**src/rtl/uart_rx_buf_pkg.sv**
```systemverilog
// Shared definitions for the UART receive path: receiver FSM state encoding
// and the ceiling-log2 helper used to size counters and buffer pointers.
// No logic, no latency, no backpressure.
package uart_rx_buf_pkg;

  typedef enum logic [2:0] {
    ST_IDLE      = 3'd0,
    ST_START     = 3'd1,
    ST_DATA      = 3'd2,
    ST_STOP      = 3'd3,
    ST_WAIT_IDLE = 3'd4
  } rx_state_e;

  // Ceiling log2; returns 0 for value <= 1.
  function automatic int log2(input int value);
    int r;
    r = 0;
    for (int i = 0; i < 31; i++) begin
      if ((1 << i) < value) r = i + 1;
    end
    return r;
  endfunction

endpackage

```
**src/rtl/uart_rx_buf_if.sv**
```systemverilog
// Read-side bus of the buffered UART receiver (show-ahead empty/get port plus status flags).
// Pure wiring, no latency.
// Backpressure: the consumer pops with get only when it wants a byte; the buffer never stalls the line.
// master: the buffer (drives data/flags, samples get); slave: the consumer.
interface uart_rx_buf_if;

  logic       get;
  logic [7:0] data;
  logic       empty;
  logic       full;
  logic       overrun;
  logic       frame_err;

  modport master (
    input  get,
    output data, empty, full, overrun, frame_err
  );

  modport slave (
    output get,
    input  data, empty, full, overrun, frame_err
  );

endinterface

```
**src/rtl/uart_rx.sv**
```systemverilog
// 8N1 UART deserialiser: 2-flop synchroniser, oversampling FSM and LSB-first shift register.
// Latency: rx_valid_o fires combinationally on the stop-bit sample cycle, 3+HALF_BIT+9*CLKS_PER_BIT clks after RX falls.
// Backpressure: none; the line cannot be stalled, so the consumer must take rx_valid_o when it fires.
// Ports: clk, rst_n (async active-low); rx_i raw pin; rx_data_o byte; rx_valid_o byte done; rx_ferr_o stop bit low.
module uart_rx
  import uart_rx_buf_pkg::*;
#(
  parameter int CLKS_PER_BIT = 104,
  parameter int HALF_BIT     = 52
) (
  input  logic       clk,
  input  logic       rst_n,
  input  logic       rx_i,
  output logic [7:0] rx_data_o,
  output logic       rx_valid_o,
  output logic       rx_ferr_o
);

  localparam int CNT_W = (log2(CLKS_PER_BIT) < 1) ? 1 : log2(CLKS_PER_BIT);
  localparam logic [CNT_W-1:0] CNT_LAST = CNT_W'(CLKS_PER_BIT - 1);
  localparam logic [CNT_W-1:0] CNT_HALF = CNT_W'(HALF_BIT - 1);

  logic             rx_meta_q;
  logic             rxs_q;
  rx_state_e        state_q, state_d;
  logic [CNT_W-1:0] cnt_q, cnt_d;
  logic [2:0]       bit_q, bit_d;
  logic [7:0]       shift_q, shift_d;

  always_ff @(posedge clk or negedge rst_n) begin
    if (!rst_n) begin
      rx_meta_q <= 1'b1;
      rxs_q     <= 1'b1;
      state_q   <= ST_IDLE;
      cnt_q     <= '0;
      bit_q     <= '0;
      shift_q   <= '0;
    end else begin
      rx_meta_q <= rx_i;
      rxs_q     <= rx_meta_q;
      state_q   <= state_d;
      cnt_q     <= cnt_d;
      bit_q     <= bit_d;
      shift_q   <= shift_d;
    end
  end

  always_comb begin
    state_d    = state_q;
    cnt_d      = cnt_q;
    bit_d      = bit_q;
    shift_d    = shift_q;
    rx_valid_o = 1'b0;
    rx_ferr_o  = 1'b0;

    unique case (state_q)
      ST_IDLE: begin
        if (!rxs_q) begin
          state_d = ST_START;
          cnt_d   = '0;
          bit_d   = '0;
        end
      end

      // Re-check the start bit at its centre so short glitches are rejected.
      ST_START: begin
        if (cnt_q == CNT_HALF) begin
          cnt_d   = '0;
          state_d = rxs_q ? ST_IDLE : ST_DATA;
        end else begin
          cnt_d = cnt_q + 1'b1;
        end
      end

      // From the start-bit centre, every CLKS_PER_BIT lands on a data-bit centre.
      ST_DATA: begin
        if (cnt_q == CNT_LAST) begin
          cnt_d   = '0;
          shift_d = {rxs_q, shift_q[7:1]};
          if (bit_q == 3'd7) begin
            state_d = ST_STOP;
          end else begin
            bit_d = bit_q + 1'b1;
          end
        end else begin
          cnt_d = cnt_q + 1'b1;
        end
      end

      ST_STOP: begin
        if (cnt_q == CNT_LAST) begin
          cnt_d      = '0;
          rx_valid_o = 1'b1;
          if (rxs_q) begin
            state_d = ST_IDLE;
          end else begin
            rx_ferr_o = 1'b1;
            state_d   = ST_WAIT_IDLE;
          end
        end else begin
          cnt_d = cnt_q + 1'b1;
        end
      end

      // A held break must not look like a stream of new start bits.
      ST_WAIT_IDLE: begin
        if (rxs_q) state_d = ST_IDLE;
      end

      default: state_d = ST_IDLE;
    endcase
  end

  assign rx_data_o = shift_q;

endmodule

```
**src/rtl/uart_rx_buf.sv**
```systemverilog
// Buffered UART receiver: uart_rx deserialiser feeding an rbuf_size-byte ring buffer with show-ahead read port.
// Latency: a byte is visible (empty=0) the cycle after its stop-bit sample; a get shows the next byte one cycle later.
// Backpressure: none toward the line; a byte arriving into a full buffer (without a same-cycle get) is dropped and sets overrun.
// Ports: clk, rst_n (async active-low), RX serial pin (idle high), bus = uart_rx_buf_if.master
//   (get in; data, empty, full, overrun (sticky), frame_err (1-cycle pulse) out).
// Build option UART_RX_BUF_FRAME_DROP_EN: when defined, bytes whose stop bit was low are not stored.
module uart_rx_buf
  import uart_rx_buf_pkg::*;
#(
  parameter int clk_freq  = 12000000,
  parameter int baud      = 115200,
  parameter int rbuf_size = 16
) (
  input  logic          clk,
  input  logic          rst_n,
  input  logic          RX,
  uart_rx_buf_if.master bus
);

  localparam int CLKS_PER_BIT = clk_freq / baud;
  localparam int HALF_BIT     = CLKS_PER_BIT / 2;
  localparam int ADDR_W       = log2(rbuf_size);

  logic [7:0] rx_data;
  logic       rx_valid;
  logic       rx_ferr;

  uart_rx #(
    .CLKS_PER_BIT (CLKS_PER_BIT),
    .HALF_BIT     (HALF_BIT)
  ) u_rx (
    .clk        (clk),
    .rst_n      (rst_n),
    .rx_i       (RX),
    .rx_data_o  (rx_data),
    .rx_valid_o (rx_valid),
    .rx_ferr_o  (rx_ferr)
  );

  // One extra MSB on each pointer distinguishes full from empty.
  logic [ADDR_W:0] wr_q, wr_d;
  logic [ADDR_W:0] rd_q, rd_d;
  logic            overrun_q, overrun_d;
  logic            frame_err_q;
  logic [7:0]      rbuf_q [rbuf_size];

  logic store_req;
  logic empty;
  logic full;
  logic do_get;
  logic do_wr;

`ifdef UART_RX_BUF_FRAME_DROP_EN
  assign store_req = rx_valid && !rx_ferr;
`else
  assign store_req = rx_valid;
`endif

  always_comb begin
    empty     = (rd_q == wr_q);
    full      = (rd_q[ADDR_W-1:0] == wr_q[ADDR_W-1:0]) && (rd_q[ADDR_W] != wr_q[ADDR_W]);
    do_get    = bus.get && !empty;
    // A same-cycle pop frees the head slot, so a full buffer can still accept.
    do_wr     = store_req && (!full || do_get);
    wr_d      = wr_q;
    rd_d      = rd_q;
    overrun_d = overrun_q;
    if (do_wr)  wr_d = wr_q + 1'b1;
    if (do_get) rd_d = rd_q + 1'b1;
    if (store_req && full && !do_get) begin
      overrun_d = 1'b1;
    end else if (do_get) begin
      overrun_d = 1'b0;
    end
  end

  always_ff @(posedge clk or negedge rst_n) begin
    if (!rst_n) begin
      wr_q        <= '0;
      rd_q        <= '0;
      overrun_q   <= 1'b0;
      frame_err_q <= 1'b0;
    end else begin
      wr_q        <= wr_d;
      rd_q        <= rd_d;
      overrun_q   <= overrun_d;
      frame_err_q <= rx_ferr;
    end
  end

  // Storage needs no reset: reset empties the pointers and data is masked while empty.
  always_ff @(posedge clk) begin
    if (do_wr) rbuf_q[wr_q[ADDR_W-1:0]] <= rx_data;
  end

  assign bus.empty     = empty;
  assign bus.full      = full;
  assign bus.overrun   = overrun_q;
  assign bus.frame_err = frame_err_q;
  assign bus.data      = empty ? 8'h00 : rbuf_q[rd_q[ADDR_W-1:0]];

endmodule

```
**src/flat_wrapper.sv**
```systemverilog
// flat-port wrapper written by rule: the top's interface ports become plain ports
module uart_rx_buf_flat import uart_rx_buf_pkg::*;
#(
  parameter int clk_freq  = 12000000,
  parameter int baud      = 115200,
  parameter int rbuf_size = 16
)
  (clk, rst_n, RX, bus_get, bus_data, bus_empty, bus_full, bus_overrun, bus_frame_err);
  uart_rx_buf_if bus_i ();
  input  logic clk;
  input  logic rst_n;
  input  logic RX;
  input wire logic [$bits(bus_i.get)-1:0] bus_get;
  output wire logic [$bits(bus_i.data)-1:0] bus_data;
  output wire logic [$bits(bus_i.empty)-1:0] bus_empty;
  output wire logic [$bits(bus_i.full)-1:0] bus_full;
  output wire logic [$bits(bus_i.overrun)-1:0] bus_overrun;
  output wire logic [$bits(bus_i.frame_err)-1:0] bus_frame_err;
  assign bus_i.get = bus_get;
  assign bus_data = bus_i.data;
  assign bus_empty = bus_i.empty;
  assign bus_full = bus_i.full;
  assign bus_overrun = bus_i.overrun;
  assign bus_frame_err = bus_i.frame_err;
  uart_rx_buf #(.clk_freq(clk_freq), .baud(baud), .rbuf_size(rbuf_size)) u_core (.clk(clk), .rst_n(rst_n), .RX(RX), .bus(bus_i));
endmodule
```
**config.mk**
```make
export PLATFORM = sky130hd
export DESIGN_NAME = uart_rx_buf_flat
export DESIGN_NICKNAME = d
export VERILOG_FILES = /design/src/rtl/uart_rx_buf_pkg.sv /design/src/rtl/uart_rx_buf_if.sv /design/src/rtl/uart_rx.sv /design/src/rtl/uart_rx_buf.sv /design/src/flat_wrapper.sv
export SDC_FILE = /design/constraint.sdc
export NUM_CORES = 1
export LEC_CHECK = 0
export CAP_MARGIN = 20
export CELL_PAD_IN_SITES_DETAIL_PLACEMENT = 1
export CELL_PAD_IN_SITES_GLOBAL_PLACEMENT = 1
export CORE_ASPECT_RATIO = 1.75
export CORE_MARGIN = 5
export CORE_UTILIZATION = 51
export CTS_CLUSTER_DIAMETER = 150
export DETAILED_ROUTE_END_ITERATION = 16
export PLACE_DENSITY_LB_ADDON = 0.2
export RECOVER_POWER = 25
export SLEW_MARGIN = 15
export SYNTH_ARGS = -nofsm -noshare
export SYNTH_HDL_FRONTEND = slang
export SYNTH_SLANG_ARGS = --single-unit
```
**constraint.sdc**
```tcl
create_clock -name clk -period 2.2 [get_ports clk]
set_input_delay 0.22 -clock clk [delete_from_list [all_inputs] [get_ports clk]]
set_output_delay 0.22 -clock clk [all_outputs]
set_load 0.01 [all_outputs]
```
==> results of run 1 <==
[worst max-delay path, stage by stage (launching register included)]
cell	delay, ns
dfrtp_2	0.49
buf_12	0.18
mux4_2	0.53
a22oi_2	0.24
buf_4	0.17
a21oi_4	0.06
buf_6	0.12
[where the power goes]
group	switching, uW	total (uW)	internal [uW]	leakage (uW)
logic	1130	2380	1240	0.00126
registers	99.4	3430	3340	0.00189
clock network	1400	3350	1950	0.000313
total	2630	9160	6530	0.00347
[worst max-delay path by stage]
| stage | to | depth (start not counted) | startpoint |
|---|---|---|---|
| 2_1_floorplan | u_core.rbuf_q[4][0] | 7 | u_core.u_rx.cnt_q[0] |
| 3_5_place_dp | u_core.rbuf_q[9][0] | 7 | u_core.rd_q[0] |
| 6_report | bus_data[7] | 6 | u_core.rd_q[0] |
| 3_3_place_gp | bus_data[3] | 6 | u_core.rd_q[0] |
| 4_1_cts | bus_data[6] | 8 | u_core.rd_q[0] |
| 5_1_grt | bus_data[7] | 6 | u_core.rd_q[0] |
[metrics by stage]
stage	power [uW]	instances
after global routing	9440	666
after detailed placement	5200	615
final	9160	666
after CTS	9020	662
after global placement	5150	615
after floorplan	4420	388
[kinds of logic after synthesis]
kind of cell	Yosys count	share of synthesized area (%)
AOI/OAI and AO/OA	59	6.20
and+or+nand+nor	71	6.39
adders and majority gates	8	1.47
muxes	45	12.7
xor gates and xnor gates	13	1.78
DFF	163	69.3
buffers and inverters	29	2.17
[flip-flops by register name, indices dropped and copies added (netlist names)]
| register | cells |
|---|---|
| u_core.bus.overrun | 1 |
| u_core.wr_q | 5 |
| u_core.u_rx.rxs_q | 1 |
| u_core.u_rx.state_q | 3 |
| u_core.rbuf_q | 128 |
| u_core.u_rx.rx_meta_q | 1 |
| u_core.rd_q | 5 |
| u_core.bus.frame_err | 1 |
| u_core.u_rx.bit_q | 3 |
| u_core.u_rx.cnt_q | 7 |
| u_core.u_rx.rx_data_o | 8 |
[cell type report]
type | count | area, um^2
clock buffers | 18 | 429
clock inverters | 14 | 216
fillers | 1110 | 4430
inverters | 10 | 37.5
multi-input cells | 197 | 2160
flip-flops and latches | 163 | 4720
well taps | 174 | 218
repair buffers | 90 | 1030
[layout by cell type, fill, tap and decap left out, types with 2 or more instances in the layout]
master / n
a21oi_4: 3
buf_4: 42
edfxtp_1: 128
and3_1: 8
mux2i_1: 2
and2_4: 4
a21oi_2: 7
and3_4: 4
nor2_1: 11
o211ai_1: 7
bufinv_16: 4
o21ai_0: 6
inv_1: 10
nor2b_1: 5
or3_1: 2
inv_6: 3
nand2_1: 17
dfstp_2: 2
mux4_2: 32
ha_1: 8
buf_2: 7
buf_6: 10
clkbuf_16: 19
a211oi_2: 2
xor2_1: 9
a21oi_1: 9
mux2_2: 9
buf_12: 23
nand3_1: 4
dfrtp_1: 32
and2_1: 4
inv_8: 4
dlygate4sd3_1: 2
clkinv_4: 2
clkdlybuf4s50_1: 3
a22oi_2: 16
[repair_timing]
action,CTS,global route
endpoints found under the setup margin,130,130
endpoints found under the hold margin,33,0
buffers inserted,12,8
cloned,3,2
resized for setup,78,26
pin swaps,18,15
hold buffers,1,0
[metal layers]
layer  part of all wire [%]  vias up  global-route usage, %  wire (um)
met2                     57      176                   49.9      11500
met5                      0        -                      0          0
met1                     34     2186                   28.3       6860
met4                    4.2        0                   12.7        841
li1                       -     1723                      -          -
met3                    4.9       45                   5.62        992
==> results.sh, run 1 <==
export IMPL_status="finished with violations"
export IMPL_violations="setup timing"
export IMPL_hold_depth=1
export IMPL_crit_arrival_ns=2.24
export IMPL_root_buffer="clkbuf_16"
export IMPL_r2r_end="u_core.rbuf_q[7][6]"
export IMPL_yosysMostFrequentCell="edfxtp_1"
export IMPL_timing_hold_ws_ns=0.336
export IMPL_syn_area_per_cell_um2=17.6
export IMPL_min_period_ns=2.46
export IMPL_yosysSeqAreaShare_pct=69.3
export IMPL_maxSlewViolCount=0
export IMPL_synth_area_leaders="edfxtp_1 56%, dfrtp_1 12%, mux4_2 11%"
export IMPL_r2r_cells=8
export IMPL_antenna_found_initial=0
export IMPL_grt_total_usage_pct=26.7
export IMPL_final_cell_area_um2=8810
export IMPL_vias_per_cell=6.20
export IMPL_cts_max_level=4
export IMPL_die_x_um=97.4
export IMPL_cts_made_buffers=17
export IMPL_clkLatencyLatePin_ns=0.44
export IMPL_syn_to_final_growth_pct=29.2
export IMPL_synth_seq_cells=163
export IMPL_worstSetupStartpointType="register"
export IMPL_routabilityCongestion=0.788
export IMPL_ys_warn_count=0
export IMPL_fin_tns_setup_ns=-1.89
export IMPL_r2r_slack_ns=0
export IMPL_placed_area_um2=7750
export IMPL_grt_first_pass_wirelength_um=30000
export IMPL_irDropWorstVdd_mv=0.678
export IMPL_final_nets=491
export IMPL_wl_per_cell_um=30.3
export IMPL_rsz0062_at_grt="true"
export IMPL_cts_clk_slew_worst_paths_ns=0.07
export IMPL_drt_wl_total_um=20100
export IMPL_diodes=0
export IMPL_dp_hpwl_um=11200
export IMPL_endpoint_kind="output port"
export IMPL_finalSetupViolCount=10
export IMPL_synthDistinctLibCells=53
export IMPL_die_area_um2=15900
export IMPL_synth_area_leader_cell="edfxtp_1"
export IMPL_clock_sinks=163
export IMPL_drive_gt1_share_pct=42.9
export IMPL_initial_core_util_pct=51.5
export IMPL_leakage_uw=0.00347
export IMPL_min_from="RX"
export IMPL_synth_edff_count=128
export IMPL_grt_pass1_vias=4532
export IMPL_syn_nets=400
export IMPL_rows=56
export IMPL_grt_max_degree=36
export IMPL_final_util_pct=66.5
export IMPL_hold_class="input pin to register"
export IMPL_hold_viol_final=0
export IMPL_cap_viol_max_count=0
export IMPL_coreArea_um2=13200
export IMPL_worstMarginPinSlew_ns=0.946
export IMPL_postRouteAntennaNets=0
export IMPL_pwr_density_cell_nw_per_um2=1040
export IMPL_finClkSkew_ns=0.0194
export IMPL_overflow=0
export IMPL_ys_flop_type="edfxtp_1"
export IMPL_worst_endpoint_required_ns=1.98
export IMPL_r2r_start="u_core.rd_q[0]"
export IMPL_worst_slack_ns=-0.264
export IMPL_async_flop_share_pct=21.5
export IMPL_maxSlewHeadroom_pct=36.9
export IMPL_synth_area_um2=6820
export IMPL_syn_instance_count=388
export IMPL_hold_path_endpoint="u_core.u_rx.rx_meta_q"
export IMPL_dp_slack_ns=-0.156
export IMPL_die_y_um=163
export IMPL_crit_type="register to output port"
export IMPL_synthTopCellsByCount="128 x edfxtp_1, 33 x dfrtp_1, 32 x mux4_2"
export IMPL_via_count=4130
export IMPL_io_pins=16
export IMPL_yosys_area_top_type_share_pct=56.4
export IMPL_worstPathMaxFanout=7
export IMPL_fin_crit_sh_pct=112
export IMPL_drt_initial_drc_count=300
export IMPL_fmax_mhz=406
export IMPL_cts_tree="built"
export IMPL_io_buffers=15
export IMPL_cts_buffer_depth=2
export IMPL_drc_errors=0
export IMPL_dr_pass1_iters=5
No activity file was read; power rests on OpenSTA's default activity.
==> inputs of run 2 (changes only) <==
==> constraint.sdc (replaced) <==
create_clock -name clk -period 2.6 [get_ports clk]
set_input_delay 0.26 -clock clk [delete_from_list [all_inputs] [get_ports clk]]
set_output_delay 0.26 -clock clk [all_outputs]
set_load 0.01 [all_outputs]
==> run 2 against run 1 <==
  * The flow now finishes without violations
  * Via count decreased by 9.7%
  * Final area is 8.2% lower
  * Core utilization down 5.4 points
  * Routed wire length down 19%
  * Combinational power down 35%
  * Die area unchanged
  * Register-to-register slack improved by 0.12 ns
  * Clock power shrank 24%
  * Global-route usage decreased by 4.7 points
  * Clock skew is 0.0083 ns lower
  * Final cell count decreased by 6.2%
  * Critical path type unchanged
==> results.sh, run 2 (synthesis gave the netlist of run 1 again) <==
export IMPL_leakage_uw=0.00316
export IMPL_io_pins=16
export IMPL_worstPathMaxFanout=7
export IMPL_root_buffer="clkbuf_16"
export IMPL_power_uw=6960
export IMPL_drt_met1_wl_um=6050
export IMPL_die_x_um=97.4
export IMPL_vias_per_cell=5.96
export IMPL_pwr_density_cell_nw_per_um2=861
export IMPL_overflow=0
export IMPL_syn_to_final_growth_pct=18.6
export IMPL_clkLatencyLatePin_ns=0.43
export IMPL_coreArea_um2=13200
export IMPL_dp_hpwl_um=10500
export IMPL_finalNonFillerCells=625
export IMPL_largest_reg_flops=128
export IMPL_irDropWorstVdd_mv=0.504
export IMPL_drt_wl_total_um=16400
export IMPL_layout_common_cells="128 x edfxtp_1, 32 x mux4_2, 32 x dfrtp_1, 26 x buf_4"
export IMPL_cts_clk_slew_worst_paths_ns=0.07
export IMPL_drive_gt1_share_pct=34.4
export IMPL_diodes=0
export IMPL_layout_commonest_cell="edfxtp_1"
export IMPL_hold_viol_final=0
export IMPL_cap_viol_max_count=0
export IMPL_fin_tns_setup_ns=0
export IMPL_dp_cells=581
export IMPL_worst_endpoint_required_ns=2.34
export IMPL_initial_core_util_pct=51.5
export IMPL_endpoint_kind="output port"
export IMPL_fmax_mhz=395
export IMPL_placed_area_um2=7290
export IMPL_critPathMostFrequentCell="buf_12"
export IMPL_io_buffers=15
export IMPL_die_area_um2=15900
export IMPL_finClkSkew_ns=0.0111
export IMPL_dr_wl_met2_um=9320
export IMPL_nFillCells=1168
export IMPL_final_nets=451
export IMPL_postRouteAntennaNets=0
export IMPL_grt_total_usage_pct=22.0
export IMPL_cts_made_buffers=17
export IMPL_highest_layer="met4"
export IMPL_slowest_stage="dfrtp_2"
export IMPL_rsz0062_at_grt="true"
export IMPL_register_area_um2=4720
export IMPL_cts_tree="built"
export IMPL_drt_initial_drc_count=240
export IMPL_hold_class="register to register"
export IMPL_antenna_found_initial=0
export IMPL_clock_sinks=163
export IMPL_final_util_pct=61.1
export IMPL_crit_chain="buf_12 -> buf_12 -> buf_12 -> buf_12 -> mux4_2 -> a22oi_2 -> a21oi_1 -> buf_2"
export IMPL_r2r_end="u_core.rbuf_q[7][2]"
export IMPL_finalSetupViolCount=0
export IMPL_min_period_ns=2.53
export IMPL_hold_depth=0
export IMPL_wl_per_cell_um=26.2
export IMPL_crit_type="register to output port"
export IMPL_wl_met3_um=504
export IMPL_fin_crit_sh_pct=97.4
export IMPL_grt_pass1_vias=4140
export IMPL_cts_max_level=4
export IMPL_multiInputGateArea_um2=2030
export IMPL_dr_pass1_iters=4
export IMPL_status="complete, no violations"
export IMPL_cts_buffer_depth=2
export IMPL_die_y_um=163
export IMPL_crit_arrival_ns=2.27
export IMPL_critPathLaunch="u_core.rd_q[0]"
export IMPL_cpPeakStageDelay_ns=0.44
export IMPL_via_count=3728
export IMPL_worstMarginPinSlew_ns=0.814
export IMPL_grt_first_pass_wirelength_um=25600
export IMPL_grt_max_degree=36
export IMPL_final_cell_area_um2=8090
export IMPL_maxSlewViolCount=0
export IMPL_worstSetupStartpointType="register"
export IMPL_maxSlewHeadroom_pct=45.8
export IMPL_endpoint="bus_data[5]"
export IMPL_r2r_cells=7
export IMPL_rows=56
export IMPL_r2r_slack_ns=0.12
export IMPL_r2r_start="u_core.rd_q[0]"
export IMPL_routabilityCongestion=0.776
export IMPL_drc_errors=0
run 2: cell types whose count changed in the layout (fill, tap and decap cells not counted), sizes merged:
cell / delta
clkinvlp: +2
a21oi: -1
buf: -43
dlygate4sd2: +2
clkdlybuf4s15: +1
bufinv: -2
run 2: through the flow:
step	hold WS [ns]	setup WS, ns
floorplan	-0.0356	0.606
detailed placement	0.347	0.0373
CTS	0.222	-0.0148
finish	0.357	0.0682
global route	0.351	-0.0145
global placement	0.347	0.121
run 2: area by class of cell:
class | instances | area share [%]
clock buffers | 17 | 5.26
clock inverters | 14 | 2.06
inverters | 10 | 0.464
multi-input cells | 196 | 25.1
flip-flops and latches | 163 | 58.4
well taps | 174 | 2.69
repair buffers | 51 | 6.08
run 2: per-layer routing:
metal  GRT usage [%]  vias up
met5               0        -
met4            8.57        0
met3            3.94       26
met2            41.0       79
met1            24.8     1987
li1                -     1636
run 2: worst max-delay path: cells and delay by family (launching register included):
family	cells	cell delay, ns
mux	1	0.44
flops	1	0.44
buf+inv	5	0.68
compound gates	2	0.29
run 2: repair_timing:
action,in CTS,in global routing
resized for setup,35,17
cloned,1,0
setup endpoints to repair,10,56
hold endpoints to repair,33,0
buffers inserted,11,0
hold buffers,1,0
pin swaps,5,7
run 2: power breakdown:
part	internal [uW]	total, uW	switching (uW)
logic	790	1540	747
registers	2820	2900	74.3
clock network	1440	2530	1090
run 2: worst min path at each step:
stage                                      from  slack (ns)               endpoint
after floorplan                           rst_n       -0.04   u_core.bus.frame_err
after global placement    u_core.u_rx.rx_meta_q        0.35      u_core.u_rx.rxs_q
after detailed placement  u_core.u_rx.rx_meta_q        0.35      u_core.u_rx.rxs_q
after CTS                                    RX        0.22  u_core.u_rx.rx_meta_q
after global routing                         RX        0.35  u_core.u_rx.rx_meta_q
final                     u_core.u_rx.rx_meta_q        0.36      u_core.u_rx.rxs_q
==> inputs of run 3 (changes only) <==
==> constraint.sdc (replaced) <==
create_clock -name clk -period 2.9 [get_ports clk]
set_input_delay 0.29 -clock clk [delete_from_list [all_inputs] [get_ports clk]]
set_output_delay 0.29 -clock clk [all_outputs]
set_load 0.01 [all_outputs]
==> run 3 against run 2 <==
  * The run now ends with capacitance limit, slew limit left
  * Sequential power decreased by 9.3%
  * Hold slack improved by 0.0015 ns
  * Setup slack lost 0.018 ns
  * Largest cell class unchanged
==> results.sh, run 3 (synthesis gave the netlist of run 1 again) <==
export IMPL_die_area_um2=15900
export IMPL_cts_tree="built"
export IMPL_critical_path_top_delay_family="buffers and inverters"
export IMPL_power_uw=6070
export IMPL_drive_gt1_share_pct=25.6
export IMPL_min_period_ns=2.85
export IMPL_placed_area_um2=7140
export IMPL_violations="capacitance limit, slew limit"
export IMPL_wl_per_cell_um=26.3
export IMPL_cts_buffer_depth=2
export IMPL_drt_wl_total_um=16000
export IMPL_cpPeakStageDelay_ns=0.55
export IMPL_overflow=0
export IMPL_grt_pass1_vias=4079
export IMPL_path_buf_inv=2
export IMPL_multiInputGateArea_um2=1960
export IMPL_endpoint="bus_data[1]"
export IMPL_worstSetupStartpointType="register"
export IMPL_dp_hpwl_um=10000
export IMPL_die_y_um=163
export IMPL_layout_commonest_cell="edfxtp_1"
export IMPL_rows=56
export IMPL_cts_made_buffers=17
export IMPL_fin_crit_sh_pct=98.3
export IMPL_irDropWorstVdd_mv=0.454
export IMPL_pwr_density_cell_nw_per_um2=768
export IMPL_worst_endpoint_required_ns=2.61
export IMPL_via_count=3601
export IMPL_nFillCells=1167
export IMPL_status="finished with violations"
export IMPL_io_pins=16
export IMPL_crit_chain="clkbuf_16 -> mux4_2 -> a22oi_1 -> a21oi_1 -> clkdlybuf4s50_1"
export IMPL_drc_errors=0
export IMPL_grt_first_pass_wirelength_um=23900
export IMPL_maxSlewHeadroom_pct=-29.2
export IMPL_leakage_uw=0.00305
export IMPL_hold_class="register to register"
export IMPL_diodes=0
export IMPL_syn_to_final_growth_pct=15.9
export IMPL_crit_arrival_ns=2.56
export IMPL_critPathLaunch="u_core.rd_q[0]"
export IMPL_final_util_pct=59.6
export IMPL_final_cell_area_um2=7900
export IMPL_r2r_cells=5
export IMPL_antenna_found_initial=0
export IMPL_io_buffers=15
export IMPL_layout_common_cells="128 x edfxtp_1, 32 x mux4_2, 32 x dfrtp_1, 20 x clkbuf_16, 17 x nand2_1"
export IMPL_r2r_end="u_core.rbuf_q[13][1]"
export IMPL_root_buffer="clkbuf_16"
export IMPL_die_x_um=97.4
export IMPL_slowest_stage="dfrtp_4"
export IMPL_grt_max_degree=36
export IMPL_finClkSkew_ns=0.00921
export IMPL_hold_viol_final=0
export IMPL_worstMarginPinSlew_ns=1.94
export IMPL_dr_pass1_iters=4
export IMPL_clock_sinks=163
export IMPL_cap_viol_max_count=1
export IMPL_final_nets=433
export IMPL_finalSetupViolCount=0
export IMPL_postRouteAntennaNets=0
export IMPL_vias_per_cell=5.93
export IMPL_drt_initial_drc_count=197
export IMPL_cts_max_level=4
export IMPL_crit_type="register to output port"
export IMPL_cts_clk_slew_worst_paths_ns=0.07
export IMPL_clkLatencyLatePin_ns=0.42
export IMPL_grt_total_usage_pct=20.5
export IMPL_maxSlewViolCount=36
export IMPL_endpoint_kind="output port"
export IMPL_initial_core_util_pct=51.5
export IMPL_fmax_mhz=351
export IMPL_largest_reg_flops=128
export IMPL_worstPathMaxFanout=8
export IMPL_coreArea_um2=13200
export IMPL_routabilityCongestion=0.770
export IMPL_fin_tns_setup_ns=0
export IMPL_r2r_start="u_core.rd_q[0]"
export IMPL_timing_hold_ws_ns=0.359
export IMPL_cp_depth=5
export IMPL_register_area_um2=4730
export IMPL_r2r_slack_ns=0.25
[run 3: area by class of cell]
type / instances / area share [%]
timing repair buffer: 33 / 4.67
clock buffer: 17 / 5.39
multi-input combinational: 196 / 24.8
inverter: 10 / 0.475
tap: 174 / 2.76
sequential: 163 / 59.8
clock inverter: 14 / 2.11
[run 3: worst min-delay path by stage]
stage,from,endpoint,cells after the start
after floorplan,rst_n,u_core.bus.frame_err,0
after global placement,u_core.u_rx.rx_meta_q,u_core.u_rx.rxs_q,0
after detailed placement,u_core.u_rx.rx_meta_q,u_core.u_rx.rxs_q,0
after CTS,RX,u_core.u_rx.rx_meta_q,1
after global routing,u_core.u_rx.rx_meta_q,u_core.u_rx.rxs_q,0
final,u_core.u_rx.rx_meta_q,u_core.u_rx.rxs_q,0
[run 3: per-stage QoR]
stage / instances / setup WS [ns]
6_report: 607 / 0.0505
5_1_grt: 607 / -0.0346
4_1_cts: 600 / 0.00554
3_5_place_dp: 566 / 0.384
3_3_place_gp: 566 / 0.390
2_1_floorplan: 388 / 0.906
[run 3: metal layers]
layer | vias up | share of wire [%] | track usage, %
met1 | 1879 | 34 | 21.9
met4 | 0 | 4.1 | 9.89
met5 | - | 0 | 0
met3 | 33 | 3.6 | 3.86
met2 | 93 | 58 | 38.5
li1 | 1596 | - | -
[run 3: where the power goes]
part | internal [uW] | switching [uW] | leakage [uW]
logic | 598 | 595 | 0.000874
registers | 2530 | 95.5 | 0.00189
clock network | 1290 | 954 | 0.000281
total | 4420 | 1640 | 0.00305
[run 3: repair_timing]
item	in CTS	in global routing
pin swaps	0	0
cloned	1	3
setup endpoints to repair	6	8
buffers inserted	1	4
resized for setup	3	4
endpoints found under the hold margin	33	0
hold buffers	1	0
